**src/rtl/control_unit.sv**
```systemverilog
// Hardwired Moore sequencer for the Phase 2 datapath: shared fetch (T0-T2), opcode
// decode at T3, per-instruction execute states, then back to fetch or into HALT.
module control_unit #(
    parameter int                DATA_W   = 32,
    parameter logic [DATA_W-1:0] PC_RESET = '0,
    parameter logic [4:0]        OP_LD    = 5'b00000,
    parameter logic [4:0]        OP_LDI   = 5'b00001,
    parameter logic [4:0]        OP_ST    = 5'b00010,
    parameter logic [4:0]        OP_IN    = 5'b10110,
    parameter logic [4:0]        OP_OUT   = 5'b10111,
    parameter logic [4:0]        OP_NOP   = 5'b11010,
    parameter logic [4:0]        OP_HALT  = 5'b11011
) (
    input  logic              clk,
    input  logic              clr,
    input  logic [DATA_W-1:0] ir,
    input  logic              stop,
    output logic [DATA_W-1:0] pc_init,
    output logic              pc_init_enable,
    output logic              pc_out,
    output logic              zlo_out,
    output logic              mdr_out,
    output logic              c_sign_extended_out,
    output logic              inport_out,
    output logic              mar_enable,
    output logic              z_enable,
    output logic              pc_enable,
    output logic              mdr_enable,
    output logic              ir_enable,
    output logic              y_enable,
    output logic              pc_increment,
    output logic              alu_add,
    output logic              read,
    output logic              ram_write,
    output logic              gra,
    output logic              grb,
    output logic              r_in,
    output logic              r_out,
    output logic              ba_out,
    output logic              outport_enable,
    output logic              run,
    output logic              bad_op
);

    typedef enum logic [3:0] {
        S_INIT,
        S_T0,
        S_T1,
        S_T2,
        S_T3,
        S_T4,
        S_T5,
        S_T6,
        S_T7,
        S_HALT
    } state_t;

    state_t     state_q;
    state_t     after_last_d;
    logic [4:0] opcode;
    logic       is_ld, is_ldi, is_st, is_in, is_out, is_nop, is_halt, is_undef;
    logic       is_addr_calc;
    logic       unused_ir_bits;
    logic [6:0] bus_drv;

    assign opcode         = ir[DATA_W-1 -: 5];
    assign unused_ir_bits = ^ir[DATA_W-6:0];

    assign is_ld        = (opcode == OP_LD);
    assign is_ldi       = (opcode == OP_LDI);
    assign is_st        = (opcode == OP_ST);
    assign is_in        = (opcode == OP_IN);
    assign is_out       = (opcode == OP_OUT);
    assign is_nop       = (opcode == OP_NOP);
    assign is_halt      = (opcode == OP_HALT);
    assign is_undef     = !(is_ld || is_ldi || is_st || is_in || is_out || is_nop || is_halt);
    assign is_addr_calc = is_ld || is_ldi || is_st;

    // stop only matters on the edge that leaves an instruction's last state
    assign after_last_d = stop ? S_HALT : S_T0;

    assign pc_init = PC_RESET;

    always_ff @(posedge clk or negedge clr) begin
        if (!clr) begin
            state_q <= S_INIT;
        end else begin
            case (state_q)
                S_INIT: state_q <= S_T0;
                S_T0:   state_q <= S_T1;
                S_T1:   state_q <= S_T2;
                S_T2:   state_q <= S_T3;
                S_T3: begin
                    if (is_halt)           state_q <= S_HALT;
                    else if (is_addr_calc) state_q <= S_T4;
                    else                   state_q <= after_last_d;
                end
                S_T4:   state_q <= S_T5;
                S_T5: begin
                    if (is_ld || is_st)    state_q <= S_T6;
                    else                   state_q <= after_last_d;
                end
                S_T6:   state_q <= S_T7;
                S_T7:   state_q <= after_last_d;
                S_HALT: state_q <= S_HALT;
                default: state_q <= S_INIT;
            endcase
        end
    end

    always_comb begin
        pc_out              = 1'b0;
        zlo_out             = 1'b0;
        mdr_out             = 1'b0;
        c_sign_extended_out = 1'b0;
        inport_out          = 1'b0;
        mar_enable          = 1'b0;
        z_enable            = 1'b0;
        pc_enable           = 1'b0;
        mdr_enable          = 1'b0;
        ir_enable           = 1'b0;
        y_enable            = 1'b0;
        pc_increment        = 1'b0;
        alu_add             = 1'b0;
        read                = 1'b0;
        ram_write           = 1'b0;
        gra                 = 1'b0;
        grb                 = 1'b0;
        r_in                = 1'b0;
        r_out               = 1'b0;
        ba_out              = 1'b0;
        outport_enable      = 1'b0;
        bad_op              = 1'b0;
        // clr gates INIT/run directly so everything reads 0 while reset is held
        pc_init_enable      = clr && (state_q == S_INIT);
        run                 = clr && (state_q != S_HALT);
        case (state_q)
            S_T0: begin
                pc_out       = 1'b1;
                mar_enable   = 1'b1;
                pc_increment = 1'b1;
                z_enable     = 1'b1;
            end
            S_T1: begin
                zlo_out    = 1'b1;
                pc_enable  = 1'b1;
                read       = 1'b1;
                mdr_enable = 1'b1;
            end
            S_T2: begin
                mdr_out   = 1'b1;
                ir_enable = 1'b1;
            end
            S_T3: begin
                if (is_addr_calc) begin
                    grb      = 1'b1;
                    ba_out   = 1'b1;
                    y_enable = 1'b1;
                end else if (is_out) begin
                    gra            = 1'b1;
                    r_out          = 1'b1;
                    outport_enable = 1'b1;
                end else if (is_in) begin
                    inport_out = 1'b1;
                    gra        = 1'b1;
                    r_in       = 1'b1;
                end else if (is_undef) begin
                    bad_op = 1'b1;
                end
            end
            S_T4: begin
                c_sign_extended_out = 1'b1;
                alu_add             = 1'b1;
                z_enable            = 1'b1;
            end
            S_T5: begin
                zlo_out = 1'b1;
                if (is_ld || is_st) begin
                    mar_enable = 1'b1;
                end else begin
                    gra  = 1'b1;
                    r_in = 1'b1;
                end
            end
            S_T6: begin
                mdr_enable = 1'b1;
                if (is_st) begin
                    gra   = 1'b1;
                    r_out = 1'b1;
                end else begin
                    read = 1'b1;
                end
            end
            S_T7: begin
                if (is_st) begin
                    ram_write = 1'b1;
                end else begin
                    mdr_out = 1'b1;
                    gra     = 1'b1;
                    r_in    = 1'b1;
                end
            end
            default: ;
        endcase
    end

    assign bus_drv = {pc_out, zlo_out, mdr_out, c_sign_extended_out, inport_out, r_out, ba_out};

    a_single_bus_driver: assert property (@(posedge clk) disable iff (!clr) $onehot0(bus_drv));
    a_read_write_excl:   assert property (@(posedge clk) disable iff (!clr) !(read && ram_write));

endmodule

```
**config.mk**
```make
export PLATFORM = sky130hd
export DESIGN_NAME = control_unit
export DESIGN_NICKNAME = d
export VERILOG_FILES = /design/src/rtl/control_unit.sv
export SDC_FILE = /design/constraint.sdc
export NUM_CORES = 1
export LEC_CHECK = 0
export CORE_MARGIN = 5
export CORE_UTILIZATION = 35
export DETAILED_ROUTE_END_ITERATION = 10
export DONT_BUFFER_PORTS = 1
export GPL_ROUTABILITY_DRIVEN = 1
export PLACE_DENSITY_LB_ADDON = 0.08
export SLEW_MARGIN = 25
export SYNTH_ARGS = -nofsm -noshare
export SYNTH_HDL_FRONTEND = slang
export SYNTH_SLANG_ARGS = --single-unit
```
**constraint.sdc**
```tcl
create_clock -name clk -period 4.7 [get_ports clk]
set_input_delay 1.41 -clock clk [delete_from_list [all_inputs] [get_ports clk]]
set_output_delay 1.41 -clock clk [all_outputs]
set_load 0.005 [all_outputs]
```
==> results.sh <==
export IMPL_p_int_uw=143
export IMPL_grt_pass1_vias=502
export IMPL_drive_above_1_share_pct=4.90
export IMPL_top_regs="state_q: 4 flops"
export IMPL_routed_wl_mm=1.64
export IMPL_r2r_cells=4
export IMPL_p_total_uw=315
export IMPL_cp_end_kind="primary output"
export IMPL_crit_arrival_ns=2.50
export IMPL_antenna_found_initial=0
export IMPL_top_register="state_q"
export IMPL_finalCritPeriodShare_pct=83.3
export IMPL_finalSetupViolCount=0
export IMPL_stdcell_area_um2=636
export IMPL_synthFlopType="dfrtp_1"
export IMPL_netlist_area_um2=748
export IMPL_startpoint_type="input port"
export IMPL_numCtsBuffers=3
export IMPL_largest_reg_flops=4
export IMPL_fin_skew_ns=0.00159
export IMPL_ir_drop_mv=0.240
export IMPL_fillers=234
export IMPL_worst_skew_pair_late_latency_ns=0.23
export IMPL_yosys_warnings=0
export IMPL_htreeDepth=1
export IMPL_ant_nets=0
export IMPL_viasPerCell=4.54
export IMPL_cts_buffer_depth=2
export IMPL_critPathLaunch="ir[30]"
export IMPL_slew_headroom_pct=55.1
export IMPL_area_growth_pct=-15.1
export IMPL_max_cap_violations=0
export IMPL_multiInputGateArea_um2=464
export IMPL_switchingPower_uw=172
export IMPL_cp_max_fo=6
export IMPL_postCtsHoldBufs=0
export IMPL_dpl_cell_area_um2=613
export IMPL_grt_use_total_pct=9.59
export IMPL_core_area_um2=2000
export IMPL_finalHoldViolCount=0
export IMPL_yosys_top_cells_area="buf_4 36%, dfrtp_1 13%, nor3_1 4.7%"
export IMPL_r2r_end="state_q[3]$_DFF_PN0_"
export IMPL_status="finished clean"
export IMPL_synth_most_common_cell="buf_4"
export IMPL_fin_util_pct=31.8
export IMPL_initialDrtViolationCount=19
export IMPL_routabilityCongestion=0.748
export IMPL_combPwrFrac_pct=53.8
export IMPL_synth_area_leader_cell="buf_4"
export IMPL_leakage_nw=0.311
export IMPL_cp_endpoint="gra"
export IMPL_die_height_um=56.2
export IMPL_ys_seq_area_share_pct=13.4
export IMPL_ios=91
export IMPL_whs_ns=0.687
export IMPL_cts_tree="yes"
export IMPL_cts_setup_buffers=0
export IMPL_start_util_pct=37.4
export IMPL_cts_root_buf="clkbuf_4"
export IMPL_tns_ns=0
export IMPL_pwr_share_seq_pct=33.3
export IMPL_clkPwrFrac_pct=12.9
export IMPL_final_nets=139
export IMPL_crit_type="in -> out"
export IMPL_cts_resized=0
export IMPL_clock_sinks=4
export IMPL_fmax_mhz=256
export IMPL_clk_pin_slew_ns=0.03
export IMPL_drc=0
export IMPL_min_period_ns=3.91
export IMPL_n_antenna_cell=0
export IMPL_die_area_um2=3160
export IMPL_yosysUniqueCellTypes=29
export IMPL_drv_slew=0
export IMPL_reg2reg_setup_slack_ns=2.97
export IMPL_worstPathRequired_ns=3.29
export IMPL_place_detailed_hpwl_mm=1.36
export IMPL_synth_top_area_share_pct=36.1
export IMPL_p_sw_share_pct=54.6
export IMPL_grt_overflow=0
export IMPL_wire_per_inst_um=12.7
export IMPL_ys_ff_latch=4
export IMPL_synth_enable_flop_cells=0
export IMPL_worstMarginPinSlew_ns=0.657
export IMPL_grt_pass1_wl_mm=2.46
export IMPL_async_flop_share_pct=100
export IMPL_avgSynthCellArea_um2=6.93
export IMPL_r2r_start="state_q[2]$_DFF_PN0_"
export IMPL_rows=16
export IMPL_vias=586
export IMPL_power_density_nw_per_um2=496
export IMPL_die_w_um=56.2
export IMPL_io_buffers=0
export IMPL_grt_max_degree=16
export IMPL_ff_latch_area_um2=100
export IMPL_rsz0062_at_grt="no"
export IMPL_synthCells=108
export IMPL_hp_class="reg -> reg"
export IMPL_first_pass_iters=4
export IMPL_synth_common_cells="36 x buf_4, 8 x nand2_1, 8 x nor2_1, 7 x nor3_1, 5 x nand2b_1"
==> area by class of cell <==
| cell class | count | share of cell area, % |
|---|---|---|
| multi-input combinational | 91 | 73.0 |
| sequential | 4 | 15.7 |
| inverter | 4 | 2.36 |
| clock buffer | 3 | 3.54 |
| tap | 27 | 5.31 |
==> critical path, cell delays in order <==
cell and delay (ns):
nor3_1 0.31, nand3b_1 0.22, or3_1 0.44, nand3_1 0.13
==> logic make-up after synthesis <==
| kind of cell | after synthesis | synth area share, % |
|---|---|---|
| AO/OA/AOI/OAI | 14 | 12.5 |
| XOR/XNOR | 3 | 3.51 |
| buffers and inverters | 44 | 40.1 |
| flip-flops | 4 | 13.4 |
| other | 1 | 0.501 |
| AND/OR/NAND/NOR | 42 | 29.9 |
==> how the worst min path moves through the flow <==
stage                               from                    to  slack, ns  depth (start not counted)
floorplan           state_q[3]$_DFF_PN0_  state_q[2]$_DFF_PN0_       0.69                          2
global placement    state_q[3]$_DFF_PN0_  state_q[2]$_DFF_PN0_       0.68                          1
detailed placement  state_q[3]$_DFF_PN0_  state_q[2]$_DFF_PN0_       0.68                          1
CTS                 state_q[3]$_DFF_PN0_  state_q[2]$_DFF_PN0_       0.69                          1
global route        state_q[1]$_DFF_PN0_  state_q[0]$_DFF_PN0_       0.73                          1
finish              state_q[3]$_DFF_PN0_  state_q[2]$_DFF_PN0_       0.69                          1
==> layer usage <==
layer	share of wire [%]	up-vias	global-route usage (%)	routed length (um)
met3	11	0	2.32	182
met5	0	-	0	0
li1	-	290	-	-
met2	48	37	16.2	787
met1	41	259	11.0	669
met4	0	0	5.08	0
==> cells in the final DEF (no fill, tap or decap), drive strengths merged, types with 2 or more instances in the layout <==
master,netlist,final
o22ai,3,3
clkbuf,4,3
inv,4,4
xor2,2,2
o21a,2,2
nor2b,2,2
nor3,7,7
nor4,4,4
o21ai,2,2
a31oi,2,2
nand3,3,3
conb,1,32
nor2,8,8
nand2,8,8
dfrtp,4,4
nand2b,5,5
==> stage by stage <==
step	instances	setup slack, ns
final	129	0.787
after global routing	129	0.658
after CTS	129	0.778
after detailed placement	126	0.780
after global placement	126	0.766
after floorplan	139	0.938
==> power groups by stage <==
stage	logic [mW]	registers (mW)	clock network [mW]
3_5_place_dp	0.173	0.105	0
2_1_floorplan	0.207	0.0635	0
6_report	0.170	0.105	0.0406
5_1_grt	0.196	0.110	0.0462
4_1_cts	0.174	0.104	0.0442
3_3_place_gp	0.174	0.105	0
No activity file was read; power rests on OpenSTA's default activity.
